File: src/rtl/seg_frame_decoder.sv
// seg_frame_decoder
// Reads back the value shown on a multiplexed 8-digit seven-segment display.
// The scanned {an, seg} bus is sampled, each digit is debounced, and its glyph
// is mapped back to a hex nibble. One 32-bit word is built per full scan and
// handed out through a one-entry output buffer.
//
// Build option: define SEG_DEC_SYNC_EN to place a two-flop synchronizer on an/seg
// when the bus comes from another clock domain. This adds two cycles of input
// latency. Without it, an/seg feed the sample register directly.
//
// Handshake: frame_valid/frame_data/frame_dp/frame_err are held stable while
// frame_valid is high. A transfer happens on every rising edge where both
// frame_valid and frame_ready are high. A frame that completes while the buffer
// is occupied and not being drained is dropped, and overrun is set.
module seg_frame_decoder #(
    parameter int STABLE_CYCLES = 4,
    parameter int TIMEOUT       = 65535
) (
    input  logic        clk,
    input  logic        rst_n,
    input  logic [7:0]  an,
    input  logic [7:0]  seg,
    input  logic        frame_ready,
    input  logic        clr_overrun,
    output logic        frame_valid,
    output logic [31:0] frame_data,
    output logic [7:0]  frame_dp,
    output logic        frame_err,
    output logic        overrun,
    output logic        timeout
);

    localparam int CW = $clog2(STABLE_CYCLES + 1);
    localparam int TW = $clog2(TIMEOUT + 1);
    localparam logic [CW-1:0] STABLE_MAX  = CW'(STABLE_CYCLES);
    localparam logic [CW-1:0] STABLE_PRE  = CW'(STABLE_CYCLES - 1);
    localparam logic [TW-1:0] TIMEOUT_MAX = TW'(TIMEOUT);

    typedef enum logic {HUNT, COLLECT} state_t;

    logic [7:0]    an_in, seg_in;
    logic [7:0]    s_an, s_seg;
    logic [CW-1:0] stab_cnt;
    logic [7:0]    s_sel;
    logic          s_onehot, s_same;
    logic [2:0]    s_idx;
    logic [3:0]    s_nib;
    logic          s_err;
    logic          acc_vld, acc_dp, acc_err;
    logic [2:0]    acc_idx;
    logic [3:0]    acc_nib;
    state_t        state;
    logic [7:0]    seen, seen_upd;
    logic [TW-1:0] to_cnt;
    logic [31:0]   dig_nib, nib_upd;
    logic [7:0]    dig_dp, dp_upd, dig_err, err_upd;
    logic          frame_done, load_ok;

`ifdef SEG_DEC_SYNC_EN
    logic [7:0] an_meta, an_sync, seg_meta, seg_sync;

    // Two-flop synchronizer; idles at the blanked (all-ones) bus value.
    always_ff @(posedge clk or negedge rst_n) begin
        if (!rst_n) begin
            an_meta  <= 8'hFF;
            an_sync  <= 8'hFF;
            seg_meta <= 8'hFF;
            seg_sync <= 8'hFF;
        end else begin
            an_meta  <= an;
            an_sync  <= an_meta;
            seg_meta <= seg;
            seg_sync <= seg_meta;
        end
    end

    assign an_in  = an_sync;
    assign seg_in = seg_sync;
`else
    assign an_in  = an;
    assign seg_in = seg;
`endif

    assign s_same   = ({an_in, seg_in} == {s_an, s_seg});
    assign s_sel    = ~s_an;
    assign s_onehot = (s_sel != 8'h00) && ((s_sel & (s_sel - 8'h01)) == 8'h00);

    // Sample register and saturating stability counter (restarts at 1 on change).
    always_ff @(posedge clk or negedge rst_n) begin
        if (!rst_n) begin
            s_an     <= 8'hFF;
            s_seg    <= 8'hFF;
            stab_cnt <= '0;
        end else begin
            s_an  <= an_in;
            s_seg <= seg_in;
            if (!s_same)
                stab_cnt <= CW'(1);
            else if (stab_cnt != STABLE_MAX)
                stab_cnt <= stab_cnt + 1'b1;
        end
    end

    // Digit index and glyph-to-nibble decode of the sampled pair.
    always_comb begin
        s_idx = 3'd0;
        for (int i = 0; i < 8; i++)
            if (s_sel[i]) s_idx = 3'(i);
        s_nib = 4'h0;
        s_err = 1'b0;
        case (s_seg[6:0])
            7'h40: s_nib = 4'h0;
            7'h79: s_nib = 4'h1;
            7'h24: s_nib = 4'h2;
            7'h30: s_nib = 4'h3;
            7'h19: s_nib = 4'h4;
            7'h12: s_nib = 4'h5;
            7'h02: s_nib = 4'h6;
            7'h78: s_nib = 4'h7;
            7'h00: s_nib = 4'h8;
            7'h10: s_nib = 4'h9;
            7'h08: s_nib = 4'hA;
            7'h03: s_nib = 4'hB;
            7'h46: s_nib = 4'hC;
            7'h21: s_nib = 4'hD;
            7'h06: s_nib = 4'hE;
            7'h0E: s_nib = 4'hF;
            default: begin
                s_nib = 4'h0;
                s_err = 1'b1;
            end
        endcase
    end

    // One-shot acceptance: fires on the edge where the counter reaches its limit.
    always_ff @(posedge clk or negedge rst_n) begin
        if (!rst_n) begin
            acc_vld <= 1'b0;
            acc_idx <= 3'd0;
            acc_nib <= 4'h0;
            acc_dp  <= 1'b0;
            acc_err <= 1'b0;
        end else begin
            acc_vld <= s_same && (stab_cnt == STABLE_PRE) && s_onehot;
            acc_idx <= s_idx;
            acc_nib <= s_nib;
            acc_dp  <= ~s_seg[7];
            acc_err <= s_err;
        end
    end

    // Digit store contents as they would look after writing the accepted digit.
    always_comb begin
        nib_upd                     = dig_nib;
        nib_upd[{acc_idx, 2'b00} +: 4] = acc_nib;
        dp_upd                      = dig_dp;
        dp_upd[acc_idx]             = acc_dp;
        err_upd                     = dig_err;
        err_upd[acc_idx]            = acc_err;
        seen_upd                    = seen | (8'h01 << acc_idx);
        frame_done                  = (state == COLLECT) && acc_vld && (seen_upd == 8'hFF);
        load_ok                     = !frame_valid || frame_ready;
    end

    // Frame assembly FSM together with the one-entry output buffer and flags.
    always_ff @(posedge clk or negedge rst_n) begin
        if (!rst_n) begin
            state       <= HUNT;
            seen        <= 8'h00;
            to_cnt      <= '0;
            dig_nib     <= 32'h0;
            dig_dp      <= 8'h00;
            dig_err     <= 8'h00;
            frame_valid <= 1'b0;
            frame_data  <= 32'h0;
            frame_dp    <= 8'h00;
            frame_err   <= 1'b0;
            overrun     <= 1'b0;
            timeout     <= 1'b0;
        end else begin
            timeout <= 1'b0;
            if (clr_overrun)
                overrun <= 1'b0;
            if (frame_done) begin
                if (load_ok) begin
                    frame_valid <= 1'b1;
                    frame_data  <= nib_upd;
                    frame_dp    <= dp_upd;
                    frame_err   <= |err_upd;
                end else begin
                    overrun <= 1'b1;
                end
            end else if (frame_valid && frame_ready) begin
                frame_valid <= 1'b0;
            end

            case (state)
                HUNT: begin
                    if (acc_vld && (acc_idx == 3'd0)) begin
                        dig_nib <= nib_upd;
                        dig_dp  <= dp_upd;
                        dig_err <= err_upd;
                        seen    <= 8'h01;
                        to_cnt  <= '0;
                        state   <= COLLECT;
                    end
                end
                COLLECT: begin
                    to_cnt <= to_cnt + 1'b1;
                    if (acc_vld) begin
                        dig_nib <= nib_upd;
                        dig_dp  <= dp_upd;
                        dig_err <= err_upd;
                        seen    <= seen_upd;
                    end
                    if (frame_done) begin
                        seen  <= 8'h00;
                        state <= HUNT;
                    end else if (to_cnt == TIMEOUT_MAX) begin
                        timeout <= 1'b1;
                        seen    <= 8'h00;
                        state   <= HUNT;
                    end
                end
                default: state <= HUNT;
            endcase
        end
    end

endmodule
File: config.mk
export PLATFORM = sky130hd
export DESIGN_NAME = seg_frame_decoder
export DESIGN_NICKNAME = d
export VERILOG_FILES = /design/src/rtl/seg_frame_decoder.sv
export SDC_FILE = /design/constraint.sdc
export NUM_CORES = 1
export LEC_CHECK = 0
export CAP_MARGIN = 20
export CORE_UTILIZATION = 55
export DETAILED_ROUTE_END_ITERATION = 8
export PLACE_DENSITY_LB_ADDON = 0.15
export SETUP_SLACK_MARGIN = 0.3
export SLEW_MARGIN = 20
export SYNTH_ARGS = -nofsm -noshare
export SYNTH_HDL_FRONTEND = slang
export SYNTH_SLANG_ARGS = --single-unit
File: constraint.sdc
create_clock -name clk -period 3.43 [get_ports clk]
set_input_delay 0.686 -clock clk [delete_from_list [all_inputs] [get_ports clk]]
set_output_delay 0.686 -clock clk [all_outputs]
set_load 0.02 [all_outputs]
==> metrics.md <==
| Metric | Value |
|---|---|
| Outcome | `complete, no violations` |
| Most common cell in the netlist | `dfrtp_1` |
| Worst slew pin tran | `534.7 ps` |
| CP startpoint kind | `flip-flop` |
| Placed Area | `7709 sq um` |
| Layout cell share with drive strength beyond 1 | `16.81%` |
| Die W | `114.4 microns` |
| # Max-Cap Violations | `0` |
| GP Congestion | `0.8210` |
| 1st-pass router iterations | `4` |
| Final HPWL DP | `9669 microns` |
| Busiest grt layer | `met2` |
| Nets | `725` |
| Worst setup margin | `991.8 ps` |
| Leakage | `0.003874 uW` |
| Synth Flop Type | `dfrtp_1` |
| Met2 usage | `39.11%` |
| Synth Instances | `638` |
| Skew-Pair Late Insertion Delay | `420 ps` |
| Setup tns final | `0 ps` |
| Largest net degree at the start of global routing | `97` |
| Vias in the first global route | `5050` |
| Core Util, Final | `68.95%` |
| Via density | `5.691` |
| FMAX | `410.1 MHz` |
| Filler Cell Count | `937` |
| Top post-synthesis cells by area | `dfrtp_1 47%, mux2_2 7.3%, mux2i_1 7.1%` |
| Syn avg cell area | `10.89 sq um` |
| Post-CTS sizing | `0` |
| GRT Overall Usage | `24.07%` |
| Fin area | `8386 sq um` |
| Crit. Startpoint | `acc_idx[0]` |
| Via count | `4985` |
| Net Count, Synth | `668` |
| Die height | `114.4 microns` |
| WL/cell | `16.05 microns` |
| WP data required | `3730 ps` |
| Minimum clock period | `2438 ps` |
| Slew Viols, Final | `0` |
| I/O pin cnt | `64` |
| Top cells by count, synth | `130 x dfrtp_1, 69 x nand2_1, 51 x o21ai_0` |
| Met3 GRT Util | `6.564%` |
| Crit share post-route | `71.09%` |
| Slew HR | `64.36%` |
| Num CTS Buffers | `17` |
| Initial core utilization | `57.15%` |
| CTS tree | `built` |
| Met1 GRT Util | `30.92%` |
| Clock sinks | `146` |
| Global-route wire length before repair | `24320 microns` |
| PwrDens | `486.4 nW/um^2` |
| Critical path arrival | `2740 ps` |
| GRT Residual Overflow | `0` |
| Setup Skew | `5.138 ps` |
| H-tree levels | `4` |
| Post-DRT Antenna Nets | `0` |
| Min-delay worst type | `in -> async` |
| Fin. Hold Viols | `0` |
| CTS hold repair buffers | `0` |
| Area Growth Syn to Fin | `20.65%` |
| Yosys top cell by area | `dfrtp_1` |
| Post-synth design cell area | `6950 sq um` |
| EDFF count, synth | `0` |
| DRC | `0` |
| Die area | `13090 sq um` |
| Sequential fraction of the synthesis area | `52.85%` |
| Yosys top cell area share | `46.80%` |
| Core footprint | `12160 sq um` |
| YS warnings | `0` |
| Asr flop ratio synth | `100.0%` |
| Root buf cell | `clkbuf_16` |
| Pre-CTS setup slack | `968.6 ps` |
| Worst-path fanout max | `8` |
| DR iter-0 viols | `314` |
| R2R Path Start | `acc_idx[0]` |
| Row cnt | `40` |
| Post-CTS Setup Inserts | `0` |
| Unique cell type count in the Yosys netlist | `60` |
| Peak supply drop | `0.3452 mV` |
| Clock Pin Slew Worst Setup and Hold Paths | `60 ps` |
| Port buffer count | `63` |
| Initial antenna violation count | `0` |
| # diodes | `0` |
| Critical path class | `reg -> reg` |
| Final setup vio count | `0` |
| CTS max path bufs | `2` |
| Unrepaired setup endpoints after global routing | `false` |
| Final WL | `14060 microns` |
| Yosys reg bits | `146` |
| Worst Setup End Kind | `flip-flop` |
[placed cells by master (no fill, tap or decap), drive strengths merged, types with 9 or more instances in the layout]
cell type / instances
a21oi: 24
and3: 16
buf: 9
clkbuf: 22
clkdlybuf4s50: 62
dfrtp: 130
dfstp: 16
ha: 10
inv: 15
mux2: 49
mux2i: 49
nand2: 70
nand3: 23
nand4: 11
nor2: 36
nor3: 14
nor4: 9
o21ai: 53
xor2: 16
[kinds of logic after synthesis]
logic type | synth area share, %
AND/OR/NAND/NOR | 15.25
flip-flops | 52.85
AO/OA/AOI/OAI | 9.289
buffers and inverters | 3.060
XOR/XNOR | 2.394
adder cells (fa/ha/maj) | 1.944
multiplexers | 15.21
[registers in the layout, summed over array words and instances, names as in the netlist]
name	cells
frame_valid	1
frame_err	1
acc_vld	1
seen	8
acc_err	1
dig_err	8
s_an	8
dig_nib	32
acc_dp	1
frame_data	32
stab_cnt	3
acc_idx	3
acc_nib	4
timeout	1
frame_dp	8
to_cnt	16
overrun	1
state	1
s_seg	8
dig_dp	8
[layer usage]
layer | routed length [microns] | up-vias
met5 | 0 | -
met4 | 180 | 0
met3 | 522 | 16
met2 | 7000 | 120
met1 | 6360 | 2465
li1 | - | 2384
[per-stage QoR]
step                std cells  hold slack, ps  power [uW]
finish                    876           203.3        4079
global route              876           217.8        4214
global placement          844           428.3        1993
floorplan                 638           390.4        1905
detailed placement        844           441.6        2000
CTS                       876           213.7        4113
[report_power, final]
| part | switching, uW | internal (uW) | total [uW] |
|---|---|---|---|
| Combinational | 115 | 74.0 | 189 |
| Clock | 691 | 1420 | 2110 |
| Sequential | 34.3 | 1750 | 1780 |
[cell type report]
cell class	instances	area (sq um)	area share (%)
Tap cell	168	210.2	2.507
Clock buffer	22	474.2	5.655
Multi-Input combinational cell	444	3064	36.54
Inverter	15	56.30	0.6714
Clock inverter	10	202.7	2.417
Timing Repair Buffer	71	704.4	8.400
Sequential cell	146	3674	43.81
[worst max-delay path, stage by stage (launching register included)]
cell and delay, ps:
dfrtp_1 340, inv_1 90, ha_1 240, ha_1 450
nor3b_2 510, and2_1 320, mux2_2 370
[final timing paths]
kind | endpoint | slack (ps) | cells past startpoint
worst min register to register | acc_dp | 460 | 1
max in group asynchronous | s_seg[6] | 2340 | 2
worst max-delay path | dig_nib[21] | 990 | 6
worst max register to register | dig_nib[21] | 990 | 6
worst min-delay path | to_cnt[13] | 200 | 1
min in group clk | acc_dp | 460 | 1
(Power assumes the default switching activity.)
